**src/rtl/fltr_result_serializer_pkg.sv**
```systemverilog
// fltr_result_serializer_pkg: shared widths, channel/state enums and the per-pixel bank record
package fltr_result_serializer_pkg;
    localparam int FLTR_NCHAN = 7;
    localparam int CHAN_W     = 3;
    localparam int DATA_W     = 16;
    localparam int COORD_W    = 9;

    typedef enum logic [CHAN_W-1:0] {F1, F2, F3, H1, H2, H3, H4} chan_e;
    typedef enum logic {IDLE, SEND} state_e;

    typedef struct packed {
        logic [FLTR_NCHAN-1:0][DATA_W-1:0] data;
        logic [COORD_W-1:0]                col;
        logic [COORD_W-1:0]                row;
    } bank_t;
endpackage

```
**src/rtl/fltr_strobe_delay.sv**
```systemverilog
// fltr_strobe_delay: aligns {new_data, frame_start} with the filter bank output latency
module fltr_strobe_delay #(
    parameter int FLTR_LATENCY = 3
) (
    input  logic       clk_i,
    input  logic       rst_i,
    input  logic [1:0] d_i,
    output logic [1:0] q_o
);
    logic [FLTR_LATENCY-1:0][1:0] sr_q;

    always_ff @(posedge clk_i or posedge rst_i) begin
        if (rst_i) sr_q <= '0;
        else begin
            sr_q[0] <= d_i;
            for (int i = 1; i < FLTR_LATENCY; i++) sr_q[i] <= sr_q[i-1];
        end
    end

    assign q_o = sr_q[FLTR_LATENCY-1];
endmodule

```
**src/rtl/fltr_result_serializer.sv**
```systemverilog
// fltr_result_serializer: captures 7 filter results per pixel with position tags and
// streams them as 7 beats; a one-deep pending bank absorbs stalls, overflow drops the newest.
module fltr_result_serializer
    import fltr_result_serializer_pkg::*;
#(
    parameter int                 FLTR_LATENCY = 3,
    parameter logic [COORD_W-1:0] HORIZ_LEN    = 9'd316
) (
    input  logic               tm3_clk_v0,
    input  logic               reset,
    input  logic               vidin_new_data,
    input  logic               vidin_frame_start,
    input  logic [DATA_W-1:0]  vidin_f1,
    input  logic [DATA_W-1:0]  vidin_f2,
    input  logic [DATA_W-1:0]  vidin_f3,
    input  logic [DATA_W-1:0]  vidin_h1,
    input  logic [DATA_W-1:0]  vidin_h2,
    input  logic [DATA_W-1:0]  vidin_h3,
    input  logic [DATA_W-1:0]  vidin_h4,
    output logic [DATA_W-1:0]  out_data,
    output logic               out_valid,
    input  logic               out_ready,
    output logic [CHAN_W-1:0]  out_chan,
    output logic [COORD_W-1:0] out_col,
    output logic [COORD_W-1:0] out_row,
    output logic               out_last,
    output logic               overrun
);
    logic               cap_stb, cap_fs;
    state_e             state_q, state_d;
    chan_e              chan_q, chan_d;
    bank_t              pend_q, pend_d, act_q, act_d;
    logic               pend_full_q, pend_full_d, overrun_q, overrun_d;
    logic [COORD_W-1:0] col_q, col_d, row_q, row_d, tag_col, tag_row;
    logic               hs, last_hs, load_act, pend_free, take, wrap;

    fltr_strobe_delay #(.FLTR_LATENCY(FLTR_LATENCY)) u_dly (
        .clk_i (tm3_clk_v0),
        .rst_i (reset),
        .d_i   ({vidin_new_data, vidin_frame_start}),
        .q_o   ({cap_stb, cap_fs})
    );

    assign hs        = state_q == SEND && out_ready;
    assign last_hs   = hs && chan_q == H4;
    // Pending hands over on the same edge the active bank empties, so a capture there never drops
    assign load_act  = (state_q == IDLE || last_hs) && pend_full_q;
    assign pend_free = !pend_full_q || load_act;
    assign take      = cap_stb && pend_free;
    assign tag_col   = cap_fs ? '0 : col_q;
    assign tag_row   = cap_fs ? '0 : row_q;
    assign wrap      = tag_col == HORIZ_LEN - 1'b1;

    always_comb begin
        col_d       = cap_stb ? (wrap ? '0 : tag_col + 1'b1) : col_q;
        row_d       = cap_stb ? (wrap ? tag_row + 1'b1 : tag_row) : row_q;
        pend_full_d = take || (pend_full_q && !load_act);
        pend_d      = take ? {{vidin_h4, vidin_h3, vidin_h2, vidin_h1, vidin_f3, vidin_f2, vidin_f1},
                              tag_col, tag_row} : pend_q;
        act_d       = load_act ? pend_q : act_q;
        overrun_d   = overrun_q || (cap_stb && !pend_free);
        chan_d      = (load_act || last_hs) ? F1 : hs ? chan_e'(chan_q + 1'b1) : chan_q;
    end

    always_ff @(posedge tm3_clk_v0 or posedge reset) begin
        if (reset) begin
            col_q       <= '0;
            row_q       <= '0;
            pend_full_q <= 1'b0;
            pend_q      <= '0;
            act_q       <= '0;
            overrun_q   <= 1'b0;
            chan_q      <= F1;
        end else begin
            col_q       <= col_d;
            row_q       <= row_d;
            pend_full_q <= pend_full_d;
            pend_q      <= pend_d;
            act_q       <= act_d;
            overrun_q   <= overrun_d;
            chan_q      <= chan_d;
        end
    end

    always_ff @(posedge tm3_clk_v0 or posedge reset) begin
        if (reset) state_q <= IDLE;
        else state_q <= state_d;
    end

    always_comb begin
        state_d = load_act ? SEND : last_hs ? IDLE : state_q;
    end

    always_comb begin
        out_valid = state_q == SEND;
        out_last  = out_valid && chan_q == H4;
        out_data  = act_q.data[chan_q];
        out_chan  = chan_q;
        out_col   = act_q.col;
        out_row   = act_q.row;
        overrun   = overrun_q;
    end
endmodule

```
**config.mk**
```make
export PLATFORM = sky130hd
export DESIGN_NAME = fltr_result_serializer
export DESIGN_NICKNAME = d
export VERILOG_FILES = /design/src/rtl/fltr_result_serializer_pkg.sv /design/src/rtl/fltr_strobe_delay.sv /design/src/rtl/fltr_result_serializer.sv
export SDC_FILE = /design/constraint.sdc
export NUM_CORES = 1
export LEC_CHECK = 0
export CAP_MARGIN = 30
export CORE_MARGIN = 4
export CORE_UTILIZATION = 45
export CTS_CLUSTER_DIAMETER = 50
export CTS_CLUSTER_SIZE = 20
export DETAILED_ROUTE_END_ITERATION = 7
export PLACE_DENSITY = 0.67
export SYNTH_ARGS = -nofsm -noshare
export SYNTH_HDL_FRONTEND = slang
export SYNTH_SLANG_ARGS = --single-unit
```
**constraint.sdc**
```tcl
create_clock -name tm3_clk_v0 -period 12.4 [get_ports tm3_clk_v0]
set_clock_uncertainty 0.05 [all_clocks]
set_input_delay 2.48 -clock tm3_clk_v0 [delete_from_list [all_inputs] [get_ports tm3_clk_v0]]
set_output_delay 2.48 -clock tm3_clk_v0 [all_outputs]
set_load 0.03 [all_outputs]
```
Yosys cells after proc, flatten, opt, wreduce, memory -nomap -nowiden:

Cells that the tools add are included.

* register bits: 290
* bits of input ports: 117
* logic and storage cells: 61
* output and inout port bits: 40

* add/subtract/negate cells: 3
* equality and inequality tests: 2
* reductions and logical operators: 17
* magnitude comparators: 1
* mux-type cells: 10
* bitwise gates (word level): 1

Operators by type and width (count)
* 16-bit binary-select mux with 3-bit select: 1
* 9-bit two-way mux: 4
* 9-bit by 1-bit adder with 9-bit output (second input constant): 2
* 16-bit two-way mux: 1
* 9-bit == test (second input constant): 1
* 1-bit logical AND: 7
* 3-bit two-way mux: 2
* 1-bit logical OR: 5
* 3-bit by 4-bit less-than comparator with 1-bit output (second input constant): 1
* 2-bit nonzero test: 2
* 3-bit by 1-bit adder with 3-bit output (second input constant): 1
* 3-bit == test (second input constant): 1
* 1-bit logical NOT: 3
* 1-bit two-way mux: 2
* 1-bit inverter: 1

Logic depth before layout (Yosys ltp):

Gate-level depths: netlist (run 1).

* depth after elaboration: 8
* gate-level depth with buffers: 10
* depth with buffers taken out: 8

Cells and area by module:

A second synthesis (run 1) with hierarchy kept.

* cell total of the unflattened synthesis: 859
* area total of the unflattened synthesis: 12186.7 um^2

By module, submodules not included
* fltr_result_serializer: sequential area each 7106.8 um^2, cells each 850, instances 1, area each 12017.8 um^2
* fltr_strobe_delay: sequential area each 150.1 um^2, cells each 9, instances 1, area each 168.9 um^2

Least setup slack after synthesis (run 1):

No wires, ideal clock.

* kind: register to output
* from: register chan_q[0], in the netlist out_chan[0]
* to: output out_data[10]
* data required time: 9.870 ns
* data arrival time: 2.204 ns
* stages on the path, launching flop included: 7
* path slack: 7.666 ns
* buffers on the path: 2
* cells stage by stage: dfrtp_1 -> clkbuf_1 -> inv_1 -> nor2_1 -> clkbuf_1 -> a21oi_1 -> a21oi_1

* cells in the longest elaborated chain, start to end: 2

Ends and longest elaborated chain
* start: declaration: RTL line fltr_result_serializer.sv:31 `chan_e chan_q, chan_d;`
* start signal: assignment: RTL line fltr_result_serializer.sv:81 `chan_q <= chan_d;`
* 16-bit binary-select mux with 3-bit select: RTL line fltr_result_serializer.sv:97 `out_data = act_q.data[chan_q];`
* 16-bit two-way mux (not written as such): RTL line fltr_result_serializer.sv:97
* end: declaration: RTL line fltr_result_serializer.sv:20 `output logic [DATA_W-1:0] out_data,`

Every way passes these cells. The select of a mux whose other input is x is not followed.

Worst setup path after layout (run 1):

* from: register chan_q[1], in the netlist out_chan[1]
* to: output out_data[5]

The elaborated chain is that of the path after synthesis.

==> results of run 1 <==
-- metal layers --
| metal | vias up | global-route usage [%] | routed length [um] |
|---|---|---|---|
| met1 | 3652 | 25.4 | 11900 |
| met3 | 38 | 3.43 | 1360 |
| li1 | 3351 | - | - |
| met4 | 0 | 5.37 | 563 |
| met2 | 168 | 26.9 | 11800 |
| met5 | - | 0 | 0 |
-- flip-flops by register name, summed over array words and instances, names as in the netlist --
| register | cells |
|---|---|
| pend_q | 130 |
| act_q | 112 |
| col_q | 9 |
| out_col | 9 |
| out_row | 9 |
| row_q | 9 |
| u_dly.sr_q | 4 |
| out_chan | 3 |
| u_dly.q_o | 2 |
| out_valid | 1 |
| overrun | 1 |
| pend_full_q | 1 |
-- final timing paths --
check                         startpoint      endpoint  depth (start not counted)  slack (ns)
min reg2reg                u_dly.sr_q[2]  u_dly.q_o[0]                          0        0.29
max                          out_chan[1]   out_data[5]                          6        6.95
min in group asynchronous          reset     act_q[58]                          2        2.42
min                        u_dly.sr_q[2]  u_dly.q_o[0]                          0        0.29
max reg2reg                  out_chan[1]     act_q[94]                          7        9.22
max in group asynchronous          reset    pend_q[88]                          5        8.00
-- where the power goes --
| group | total, mW | switching (mW) | internal, mW | leakage, nW |
|---|---|---|---|---|
| logic | 1.08 | 0.504 | 0.581 | 2.44 |
| clock network | 1.12 | 0.417 | 0.704 | 0.624 |
| registers | 1.53 | 0.203 | 1.32 | 3.66 |
-- cell usage after synthesis (all sizes together) (3+ instances only) --
cell    count
o21ai      28
nand2      43
mux2      246
nor2       42
and4        3
nand3       3
a21oi      34
nor4        3
clkbuf     32
mux2i      18
ha          4
and3        4
inv        10
buf        38
nor2b       3
a21o        4
o31ai       5
dfrtp     290
mux4       16
-- stage by stage --
step | instance area [um2] | hold WS, ns | power (mW) | worst slack [ns]
after global placement | 13800 | 0.285 | 2.60 | 6.74
after global routing | 15200 | 0.296 | 3.93 | 6.81
after floorplan | 12100 | 0.281 | 2.24 | 1.86
after detailed placement | 13800 | 0.287 | 2.63 | 6.87
final | 15200 | 0.292 | 3.73 | 6.95
after CTS | 15100 | 0.293 | 3.77 | 6.92
-- layout make-up --
| type | instances | area share, % |
|---|---|---|
| multi-input combinational | 491 | 29.3 |
| inverter | 10 | 0.296 |
| tap | 335 | 2.75 |
| timing repair buffer | 170 | 11.4 |
| sequential | 290 | 47.7 |
| clock buffer | 41 | 6.45 |
| clock inverter | 20 | 2.11 |
-- worst register-to-register path, stage by stage, from the launching register on --
cell and delay [ns]:
dfrtp_2 0.35, buf_4 0.53, ha_1 0.33, and3_1 0.27
nand2b_1 0.16, and2_4 0.35, buf_4 0.59, mux2_2 0.43
-- cells by family after synthesis --
kind of cell,Yosys count,share of synthesized area (%)
AOI/OAI and AO/OA,85,4.11
xor gates and xnor gates,1,0.0725
adders and majority gates,4,0.414
buffers and inverters,80,3.23
DFF,290,60.0
muxes,280,27.4
and+or+nand+nor,121,4.74
==> reports/qor.csv, run 1 <==
stage;metric;value;unit
detailed_routing;avgViaCountPerCell;5.31;
critical_path;path_cells;buf_4 -> mux2i_1 -> nor2_1 -> a21oi_1 -> a21oi_1 -> clkdlybuf4s50_1;
clock_network;postCtsResizedCells;0;
logic_synthesis;synth_top_area_share;60.0;%
logic_synthesis;async_flop_share;100;%
place;numPortBuffers;156;
die;ios;157;
critical_path;cp-end-kind;output port;
die;num_rows;59;
logic_synthesis;ys.warnings.count;0;
finish;n_antenna_cell;0;
timing;rsz0062_at_grt;false;
die;core-area;0.0262;mm2
global_routing;grt_pass1_vias;7526;
power_and_ir_drop;peakVddDrop;0.143;mV
clock_network;h-tree-depth;2;
logic_synthesis;syn_area;0.0121;mm2
finish;nets;1118;
place;gp_congestion;0.778;
die;die-area;0.0295;mm2
logic_synthesis;synth_seq_cells;290;
detailed_routing;antenna_left;0;
hold_path;hp-class;flip-flop to flip-flop;
power_and_ir_drop;p_leak;6.72;nW
timing;relSlewSlack;45.8;%
finish;drive_above_1_share;33.6;%
finish;final_cell_mix;dfrtp_1 (288), mux2_2 (246), clkdlybuf4s50_1 (156), nand2_1 (43), nor2_1 (42);
critical_path;cp_max_fo;36;
timing;fmax;183;MHz
detailed_routing;firstDrtPassIters;4;
finish;layout.cells.non_filler;1357;
timing;timing.final.crit_share;44.0;%
global_routing;antenna_found_initial;0;
logic_synthesis;ys.flop_type;dfrtp_1;
place;placedCellCount;1293;
clock_network;clk_pin_slew_worst_paths;0.06;ns
logic_synthesis;synthTopCellsByArea;dfrtp_1 (60%), mux2_2 (23%), mux4_2 (3.0%);
die;die_x;172;um
global_routing;grt_pass1_wl;41000;um
logic_synthesis;postSynthCellCount;861;
timing;min_period;5.45;ns
finish;mostFrequentLayoutCell;dfrtp_1;
die;die_y;172;um
clock_network;cts_hold_buffers;0;
logic_synthesis;yosys.area.top_type;dfrtp_1;
detailed_routing;drt_iter0_markers;319;
clock_network;clock_latency;0.50;ns
critical_path;slowest_delay;0.62;ns
timing;slew_violations;0;
finish;syn_to_final_growth;25.9;%
finish;num-fill-cells;2118;
die;start_util;46.1;%
clock_network;cts-root-buf;clkbuf_16;
finish;seqCellArea;0.00726;mm2
clock_network;cts_max_path_buffers;3;
logic_synthesis;seq_area_frac_synth;60.0;%
clock_network;cts_made_buffers;34;
logic_synthesis;avgSynthCellArea;14.0;um2
detailed_routing;routed-via-count;7209;
timing;setup_viol;0;
detailed_routing;wirelength;25700;um
critical_path;worstSetupPathType;flip-flop to output port;
timing;hold_violations;0;
global_routing;grt-ovfl-total;0;
logic_synthesis;synth_fp_nets;982;
critical_path;required;9.87;ns
detailed_routing;drc;0;
clock_network;cts.sinks;290;
critical_path;cp_slowest_cell;clkdlybuf4s50_1;
critical_path;cp_common_cell;a21oi_1;
global_routing;track_usage;17.5;%
clock_network;cts_tree;yes;
flow_run;maxCapViolations;0;
power_and_ir_drop;cellPowerDensity;245;mW/mm2
global_routing;grt_max_degree;91;
finish;finish.utilization;58.1;%
clock_network;cts_setup_buffers;0;
timing;worstMarginPinSlew;0.814;ns
critical_path;cp-start-kind;flip-flop;
critical_path;worst_path_dominant_cell_family;buffers and inverters;
place;hpwl;17000;um
outcome;status;complete, no violations;
finish;multi_input_area;0.00445;mm2
critical_path;crit_arrival;2.92;ns
detailed_routing;routedWlPerCell;18.9;um
logic_synthesis;synth_cell_types;42;
critical_path;cp_num_buf_inv;2;
logic_synthesis;synth_edf_count;0;
timing;tns;0;ns
Note: power is estimated with default switching activity, not from simulation.
==> run 2, diff against run 1 <==
- clock period: 12.4 -> 5.5 ns (I/O delays scaled with it)
==> run 2 against run 1 <==
Net effect:
- combinational power increased by 120%
- final cell count decreased by 0.59%
- core utilization decreased by 1.2 points
- critical path depth unchanged
- final area decreased by 2.1%
- hold slack improved by 0.0070 ns
- clock-buffer cell count decreased by 5
- largest power group unchanged
- highest routed layer is now met5
==> reports/qor.csv, run 2 (same netlist as run 1, synthesis figures left out) <==
stage;metric;value;unit;change
outcome;status;complete, no violations;;
finish;finish.utilization;56.9;%;-1.2 points
finish;seqCellArea;0.00726;mm2;unchanged
clock_network;cts_tree;yes;;
hold_path;hp-class;flip-flop to flip-flop;;
timing;worstMarginPinSlew;0.917;ns;+0.103 ns
timing;min_period;4.31;ns;
timing;setup_viol;0;;unchanged
critical_path;cp_num_buf_inv;3;;+1
power_and_ir_drop;p_leak;6.58;nW;-2.1%
power_and_ir_drop;p_total;8.00;mW;+110%
die;die_y;172;um;unchanged
timing;fmax;232;MHz;
finish;largest_reg_flops;130;;unchanged
place;dpl_worst_slack;1.77;ns;-5.10 ns
critical_path;reg2reg_from;out_chan[1];;
critical_path;cp_slowest_cell;dfrtp_2;;
clock_network;h-tree-depth;1;;-1
die;die_x;172;um;unchanged
critical_path;worst_path_dominant_cell_family;buffers and inverters;;
clock_network;cts_hold_buffers;0;;unchanged
global_routing;grt_pass1_vias;7473;;-0.70%
critical_path;required;4.35;ns;-5.52 ns
hold_path;holdPathEnd;u_dly.q_o[0];;
flow_run;maxCapViolations;0;;unchanged
clock_network;postCtsResizedCells;0;;unchanged
detailed_routing;routedWlPerCell;19.3;um;+1.7%
hold_path;hold_depth;0;;unchanged
global_routing;busiest_layer;met2;;
timing;rsz0062_at_grt;false;;
place;hpwl;17700;um;+3.9%
detailed_routing;wirelength;26000;um;+1.1%
detailed_routing;antenna_left;0;;unchanged
critical_path;cp_max_fo;37;;+2.8%
global_routing;use_met1;25.6;%;+0.17 points
clock_network;cts-root-buf;clkbuf_16;;
detailed_routing;drt_iter0_markers;356;;+12%
place;gp_congestion;0.799;;+2.7%
clock_network;cts_made_buffers;29;;-15%
finish;multi_input_area;0.00445;mm2;unchanged
hold_path;hold_start;u_dly.sr_q[2];;
finish;drive_above_1_share;32.7;%;-0.82 points
place;numPortBuffers;156;;unchanged
critical_path;r2r_cells;6;;-1
finish;num-fill-cells;2129;;+0.52%
detailed_routing;routed-via-count;7180;;-0.40%
critical_path;rrSetupSlack;2.28;ns;-6.94 ns
critical_path;cp-end-kind;output port;;
timing;hold_slack;0.299;ns;+0.00698 ns
clock_network;clk_pin_slew_worst_paths;0.06;ns;about the same
clock_network;clock_latency;0.55;ns;+0.05 ns
detailed_routing;avgViaCountPerCell;5.32;;+0.19%
die;die-area;0.0295;mm2;unchanged
timing;setup_ws;1.19;ns;-5.75 ns
finish;mostFrequentLayoutCell;dfrtp_1;;
power_and_ir_drop;peakVddDrop;0.426;mV;+200%
finish;n_antenna_cell;0;;unchanged
finish;syn_to_final_growth;23.3;%;
global_routing;antenna_found_initial;3;;+3
finish;final_cell_mix;dfrtp_1 (288), mux2_2 (246), clkdlybuf4s50_1 (156), nand2_1 (43), nor2_1 (42);;
clock_network;cts_max_path_buffers;3;;unchanged
critical_path;slowest_delay;0.96;ns;+0.34 ns
global_routing;grtUsageMet2;27.0;%;+0.051 points
critical_path;worstSetupPathType;flip-flop to output port;;
critical_path;cp_common_cell;a21oi_1;;
global_routing;grt-ovfl-total;0;;unchanged
global_routing;grt_max_degree;107;;+18%
critical_path;r2r-end;act_q[117];;
timing;hold_violations;0;;unchanged
die;num_rows;59;;unchanged
power_and_ir_drop;cellPowerDensity;537;mW/mm2;+120%
critical_path;path_cells;inv_1 -> nor2_1 -> buf_4 -> a21oi_1 -> a21oi_1 -> clkdlybuf4s50_1;;
clock_network;cts_setup_buffers;0;;unchanged
finish;nets;1112;;-0.54%
global_routing;track_usage;17.7;%;+0.25 points
global_routing;grt_pass1_wl;41600;um;+1.5%
finish;regMostFlops;pend_q;;
die;start_util;46.1;%;unchanged
detailed_routing;firstDrtPassIters;4;;unchanged
die;core-area;0.0262;mm2;unchanged
die;ios;157;;unchanged
finish;largestRegisters;pend_q (130), act_q (112);;
detailed_routing;drc;0;;unchanged
timing;relSlewSlack;38.9;%;-6.9 points
timing;tns;0;ns;unchanged
critical_path;crit_arrival;3.16;ns;+0.24 ns
global_routing;use_met3;5.53;%;+2.1 points
critical_path;cp-start-kind;flip-flop;;
timing;timing.final.crit_share;78.4;%;
timing;slew_violations;0;;unchanged
clock_network;cts.sinks;290;;unchanged
==> run 2: routing by layer <==
metal  vias to the layer above  wire [um]
met5                         -         33
met4                         6        482
met3                        41       1920
met2                       177      11700
met1                      3636      11800
li1                       3320          -
==> run 2: worst max path at each step <==
stage / startpoint / endpoint / depth (start not counted)
6_report: out_chan[0] / out_data[14] / 6
5_1_grt: out_chan[0] / out_data[14] / 6
4_1_cts: out_chan[0] / out_data[14] / 6
3_5_place_dp: out_chan[0] / out_data[14] / 6
3_3_place_gp: out_chan[0] / out_data[15] / 6
2_1_floorplan: reset / act_q[100] / 1
==> run 2: power breakdown <==
group / leakage (nW) / switching, mW / total [mW] / internal [mW]
logic: 2.41 / 1.04 / 2.34 / 1.30
clock network: 0.513 / 0.885 / 2.13 / 1.24
registers: 3.66 / 0.554 / 3.53 / 2.98
==> run 2: final cells by class <==
cell class                 instances  share of cell area [%]
clock buffer                      36                    5.31
tap                              335                    2.81
clock inverter                    18                    1.71
multi-input combinational        491                    29.9
inverter                          10                   0.277
timing repair buffer             169                    11.3
sequential                       290                    48.7
==> run 2: worst register-to-register path, cell delays in order, from the launching register on <==
cell      delay [ns]
dfrtp_2         0.92
ha_1            0.34
and3_1          0.28
nand2b_1        0.15
and2_4          0.52
buf_4           0.45
mux2_2          0.39
==> run 2: through the flow <==
stage	cells	area [um2]
3_3_place_gp	1295	13900
6_report	1349	14900
4_1_cts	1349	14900
2_1_floorplan	861	12100
5_1_grt	1349	14900
3_5_place_dp	1295	13900
